[config.mk]
export PLATFORM = sky130hd
export DESIGN_NAME = music_player
export DESIGN_NICKNAME = d
export VERILOG_FILES = /design/src/rtl/music_player.sv
export SDC_FILE = /design/constraint.sdc
export NUM_CORES = 1
export LEC_CHECK = 0
export CELL_PAD_IN_SITES_DETAIL_PLACEMENT = 0
export CELL_PAD_IN_SITES_GLOBAL_PLACEMENT = 2
export CORE_ASPECT_RATIO = 2
export CORE_MARGIN = 1
export CORE_UTILIZATION = 35
export CTS_CLUSTER_DIAMETER = 150
export DETAILED_ROUTE_END_ITERATION = 10
export PLACE_DENSITY_LB_ADDON = 0.1
export REMOVE_ABC_BUFFERS = 1
export SLEW_MARGIN = 5
export SYNTH_ARGS = -nofsm -noshare
export SYNTH_HDL_FRONTEND = slang
export SYNTH_SLANG_ARGS = --single-unit
[constraint.sdc]
create_clock -name clk -period 5.2 [get_ports clk]
set_input_delay 0.52 -clock clk [delete_from_list [all_inputs] [get_ports clk]]
set_output_delay 0.52 -clock clk [all_outputs]
set_load 0.1 [all_outputs]
[src/rtl/music_player.sv]
// Beat sequencer and phase-accumulator square-wave generator for the tone ROM / buzzer path.
// Optional NOTE_GAP_EN macro mutes the tail of every beat so repeated notes are articulated.
module music_player #(
  parameter int CLK_FREQ     = 100000000,
  parameter int BEAT_FREQ    = 8,
  parameter int SONG_LEN     = 60,
  parameter int SILENCE_FREQ = 20000,
  parameter int GAP_CYCLES   = CLK_FREQ / 64
) (
  input  logic        clk,
  input  logic        rst,
  input  logic        start,
  input  logic        stop,
  input  logic        loop_en,
  input  logic [31:0] tone,
  output logic [7:0]  beat_num,
  output logic        audio_out,
  output logic        playing,
  output logic        done
);

  localparam int BEAT_TICKS = CLK_FREQ / BEAT_FREQ;
  localparam int CNT_W      = (BEAT_TICKS > 1) ? $clog2(BEAT_TICKS) : 1;
  localparam logic [CNT_W-1:0] LAST_TICK = CNT_W'(BEAT_TICKS - 1);
  localparam logic [7:0]  LAST_BEAT = 8'(SONG_LEN - 1);
  localparam logic [32:0] CLK_F33   = 33'(CLK_FREQ);
  localparam logic [32:0] INC_MAX   = 33'(CLK_FREQ - 1);

  if (SONG_LEN < 1 || SONG_LEN > 256 || GAP_CYCLES < 0 || BEAT_TICKS < 1) begin : g_param_check
    $error("music_player: parameter out of range");
  end

  typedef enum logic {S_IDLE, S_PLAY} state_t;

  state_t            r_state;
  state_t            w_next_state;
  logic [CNT_W-1:0]  r_beat_cnt;
  logic [32:0]       r_acc;
  logic [7:0]        r_beat_num;
  logic              r_audio;
  logic              r_done;
  logic              w_beat_end;
  logic              w_song_end;
  logic              w_rest;
  logic              w_gap;
  logic              w_wrap;
  logic [32:0]       w_inc;
  logic [32:0]       w_sum;

  // Twice the tone frequency, capped so the accumulator wraps at most once per cycle.
  function automatic logic [32:0] clamp_inc(input logic [31:0] t);
    logic [32:0] dbl;
    dbl = {t, 1'b0};
    return (dbl >= CLK_F33) ? INC_MAX : dbl;
  endfunction

  assign w_inc  = clamp_inc(tone);
  assign w_sum  = r_acc + w_inc;
  assign w_wrap = (w_sum >= CLK_F33);
  assign w_rest = (tone == 32'(SILENCE_FREQ)) || (tone == 32'd0);

`ifdef NOTE_GAP_EN
  localparam logic [CNT_W-1:0] GAP_START = CNT_W'(BEAT_TICKS - GAP_CYCLES);
  assign w_gap = (r_beat_cnt >= GAP_START);
`else
  assign w_gap = 1'b0;
`endif

  always_ff @(posedge clk) begin
    if (rst) r_state <= S_IDLE;
    else     r_state <= w_next_state;
  end

  always_comb begin
    w_next_state = r_state;
    w_beat_end   = 1'b0;
    w_song_end   = 1'b0;
    case (r_state)
      S_IDLE: begin
        if (start && !stop) w_next_state = S_PLAY;
      end
      S_PLAY: begin
        w_beat_end = (r_beat_cnt == LAST_TICK);
        if (stop) begin
          w_next_state = S_IDLE;
        end else if (w_beat_end && (r_beat_num == LAST_BEAT) && !loop_en) begin
          w_next_state = S_IDLE;
          w_song_end   = 1'b1;
        end
      end
      default: w_next_state = S_IDLE;
    endcase
  end

  always_ff @(posedge clk) begin
    if (rst) begin
      r_beat_cnt <= '0;
      r_acc      <= '0;
      r_beat_num <= '0;
      r_audio    <= 1'b0;
      r_done     <= 1'b0;
    end else begin
      r_done <= w_song_end;
      if (r_state != S_PLAY || stop) begin
        r_beat_cnt <= '0;
        r_acc      <= '0;
        r_beat_num <= '0;
        r_audio    <= 1'b0;
      end else if (w_beat_end) begin
        r_beat_cnt <= '0;
        r_acc      <= '0;
        r_audio    <= 1'b0;
        // Last beat wraps to 0 both on loop and on natural end (IDLE shows beat 0).
        r_beat_num <= (r_beat_num == LAST_BEAT) ? 8'd0 : r_beat_num + 8'd1;
      end else begin
        r_beat_cnt <= r_beat_cnt + 1'b1;
        if (w_rest || w_gap) begin
          r_acc   <= '0;
          r_audio <= 1'b0;
        end else if (w_wrap) begin
          r_acc   <= w_sum - CLK_F33;
          r_audio <= ~r_audio;
        end else begin
          r_acc   <= w_sum;
        end
      end
    end
  end

  assign beat_num  = r_beat_num;
  assign audio_out = r_audio;
  assign playing   = (r_state == S_PLAY);
  assign done      = r_done;

endmodule

==> impl_metrics.py <==
metrics = {
    "cells_and_area": {
        "n_antenna_cell": 0,
        "fin_cells": 1158,
        "drive_gt1_frac": 0.370,
        "layout_commonest_cell": "buf_4",
        "nFillCells": 1507,
        "final_cell_mix": "buf_4 (191), nor2_1 (83), dfxtp_1 (68)",
        "syn_to_final_growth_pct": 56.9,
        "final_cell_area_um2": 8590,
        "nets": 1031,
        "register_area_um2": 1360,
        "multi_input_area_um2": 4580,
    },
    "hold_path": {
        "hp-start": "r_beat_cnt[0]",
        "hold_path_class": "flop to flop",
        "holdPathStages": 1,
        "min_to": "r_beat_cnt[0]",
    },
    "sta": {
        "post-route-period-util": 0.964,
        "finalHoldViolations": 0,
        "relSlewSlack": 0.249,
        "setup_ws_ps": 189,
        "fin_skew_ps": 6.15,
        "tightest_slew_ps": 1120,
        "max_freq_ghz": 0.200,
        "period_minus_slack_ps": 5010,
        "setup_violations": 0,
        "finalMaxSlewViolations": 0,
        "grt_setup_unrepaired": "true",
    },
    "critical_path": {
        "r2r_start": "r_acc[0]",
        "cp-end-kind": "flop",
        "cp-start-kind": "primary input",
        "critPathRequiredTime_ps": 5470,
        "rr_endpoint": "r_acc[23]",
        "crit_type": "primary input to flop",
        "cp_max_fo": 6,
        "ff2ff_path_depth": 19,
        "r2r_slack_ps": 1340,
        "worstPathArrival_ps": 5280,
    },
    "routing": {
        "first_iter_violations": 226,
        "drt-vias-per-instance": 5.39,
        "drc": 0,
        "routed_wl_um": 21700,
        "ant_nets": 0,
        "vias": 6245,
        "firstDrtPassIters": 4,
        "post_drt_wl_per_cell_um": 18.7,
    },
    "logic_synthesis": {
        "ys_seq_area_frac": 0.249,
        "ys_ff_latch": 68,
        "synth_top_area_frac": 0.249,
        "async_flop_share": 0,
        "synthMuxAreaShare": 0.0192,
        "synth_top_area_cell": "dfxtp_1",
        "synth.distinct_cells": 75,
        "synth_compound_area_frac": 0.209,
        "synth_top_family_by_area": "simple AND/OR/NAND/NOR gates",
        "synth.avg_cell_area_um2": 7.61,
        "synth_edf_count": 0,
        "syn-instance-count": 719,
        "synth_fa_ha_area_frac": 0.0882,
        "synth.area.top_cells": "dfxtp_1 (25%), ha_1 (8.5%), nor2_1 (6.1%)",
        "synth_ff_type": "dfxtp_1",
        "yosysWarnings": 0,
        "synth_xor_xnor_area_share": 0.0942,
        "syn_area_um2": 5470,
        "yosys.area_share.simple": 0.299,
    },
    "clock_network": {
        "tritoncts": "done",
        "clock-sinks": 68,
        "clkTransAtPathRegs_ps": 60,
        "cts_max_level": 3,
        "clk_path_buf_depth": 2,
        "numCtsBuffers": 9,
        "cts_root_buffer": "clkbuf_16",
        "worst_skew_pair.late_latency_ps": 340,
    },
    "die": {
        "core_area_um2": 15300,
        "num_rows": 64,
        "io_pins": 48,
        "die_w_um": 90.4,
        "die_h_um": 179,
        "die_area_um2": 16200,
        "initial_utilization": 0.358,
    },
    "global_routing": {
        "grt_pass1_vias": 6581,
        "grt_pass1_wl_um": 32900,
        "globalRouteOverflowTotal": 0,
        "antenna_found_initial": 0,
        "grt_max_degree": 29,
        "grt_usage": 0.271,
    },
    "placement": {
        "place_ws_ps": -849,
        "io_buffers": 47,
        "postPlaceCellArea_um2": 7350,
        "gp_congestion": 0.921,
        "dpl.hpwl_um": 17100,
        "place_inst": 1113,
    },
    "power_and_ir_drop": {
        "power_uw": 1620,
        "p_leak_uw": 0.00360,
        "vdd_drop_max_uv": 190,
        "p_per_area_nw_per_um2": 188,
    },
    "run": {
        "max_cap_violations": 0,
    },
    "status": {
        "status": "completed",
    },
}
power breakdown:
part | internal (uW) | switching [uW]
logic | 244 | 234
registers | 528 | 7.37
clock network | 367 | 237
total | 1140 | 478
sequential cells by signal, summed over array words and instances (netlist names):
register and cells:
playing 1, r_acc 33, done 1, beat_num 8, r_beat_cnt 24, audio_out 1
kinds of logic after synthesis:
family	count (synthesis)
simple gates	327
compound gates	171
flops	68
xor+xnor	58
buf+inv	46
fa+ha+maj	38
mux	10
other cells	1
synth_stat cells, types with 20 or more instances:
| cell type | count |
|---|---|
| a21oi_1 | 51 |
| dfxtp_1 | 68 |
| ha_1 | 37 |
| inv_1 | 20 |
| nand2_1 | 68 |
| nand3_1 | 35 |
| nand4_1 | 21 |
| nor2_1 | 89 |
| nor3_1 | 21 |
| o21ai_0 | 26 |
| or2_2 | 21 |
| xnor2_1 | 25 |
| xor2_1 | 32 |
per-stage QoR:
stage / setup TNS (ps) / hold slack, ps / utilization
5_1_grt: -244 / 483 / 0.562
3_5_place_dp: -16330 / 450 / 0.481
2_1_floorplan: 0 / 418 / -
4_1_cts: -5.83 / 462 / 0.520
6_report: 0 / 454 / 0.562
3_3_place_gp: -16910 / 428 / 0.481
worst max-delay path, stage by stage:
cell and delay [ps]:
clkdlybuf4s50_1 410, nor4_2 290, buf_4 160, nand3_2 130
buf_6 180, or2_4 260, ha_4 250, buf_6 130
nand3_4 50, and2_4 160, a21oi_4 60, or4_4 570
nand3_4 90, ha_4 130, nand4b_1 140, nor3_2 220
nand4_1 260, nor4_4 220, a311o_2 260, buf_6 110
nor2_4 40, buf_6 130, or3_4 380, a21oi_2 130
final cells by class:
class	count	area share
clock buffers	10	0.0267
clock inverters	5	0.00626
inverters	20	0.00962
multi-input cells	610	0.533
flip-flops and latches	68	0.159
well taps	198	0.0288
repair buffers	247	0.237
worst max path at each step:
stage             start   endpoint  slack [ps]  depth (start not counted)
6_report       tone[28]  r_acc[23]         190                         24
5_1_grt        tone[10]  r_acc[11]         -60                         29
4_1_cts         tone[9]  r_acc[23]          -3                         29
3_5_place_dp    tone[9]  r_acc[22]        -850                         27
3_3_place_gp    tone[9]  r_acc[23]        -900                         27
2_1_floorplan   tone[9]   r_acc[9]         210                         21
timing repair:
action,4_1_cts,5_1_grt
pin swaps,10,54
resized for setup,49,110
endpoints found under the setup margin,26,24
gates cloned,3,0
hold buffers,0,0
setup buffers,12,17
routing by layer:
layer,GRT usage,part of all wire,vias to the layer above
li1,-,-,3070
met1,0.205,0.31,2929
met2,0.547,0.57,156
met3,0.0339,0.023,90
met4,0.288,0.10,0
met5,0,0,-
No activity file was read; power rests on OpenSTA's default activity.
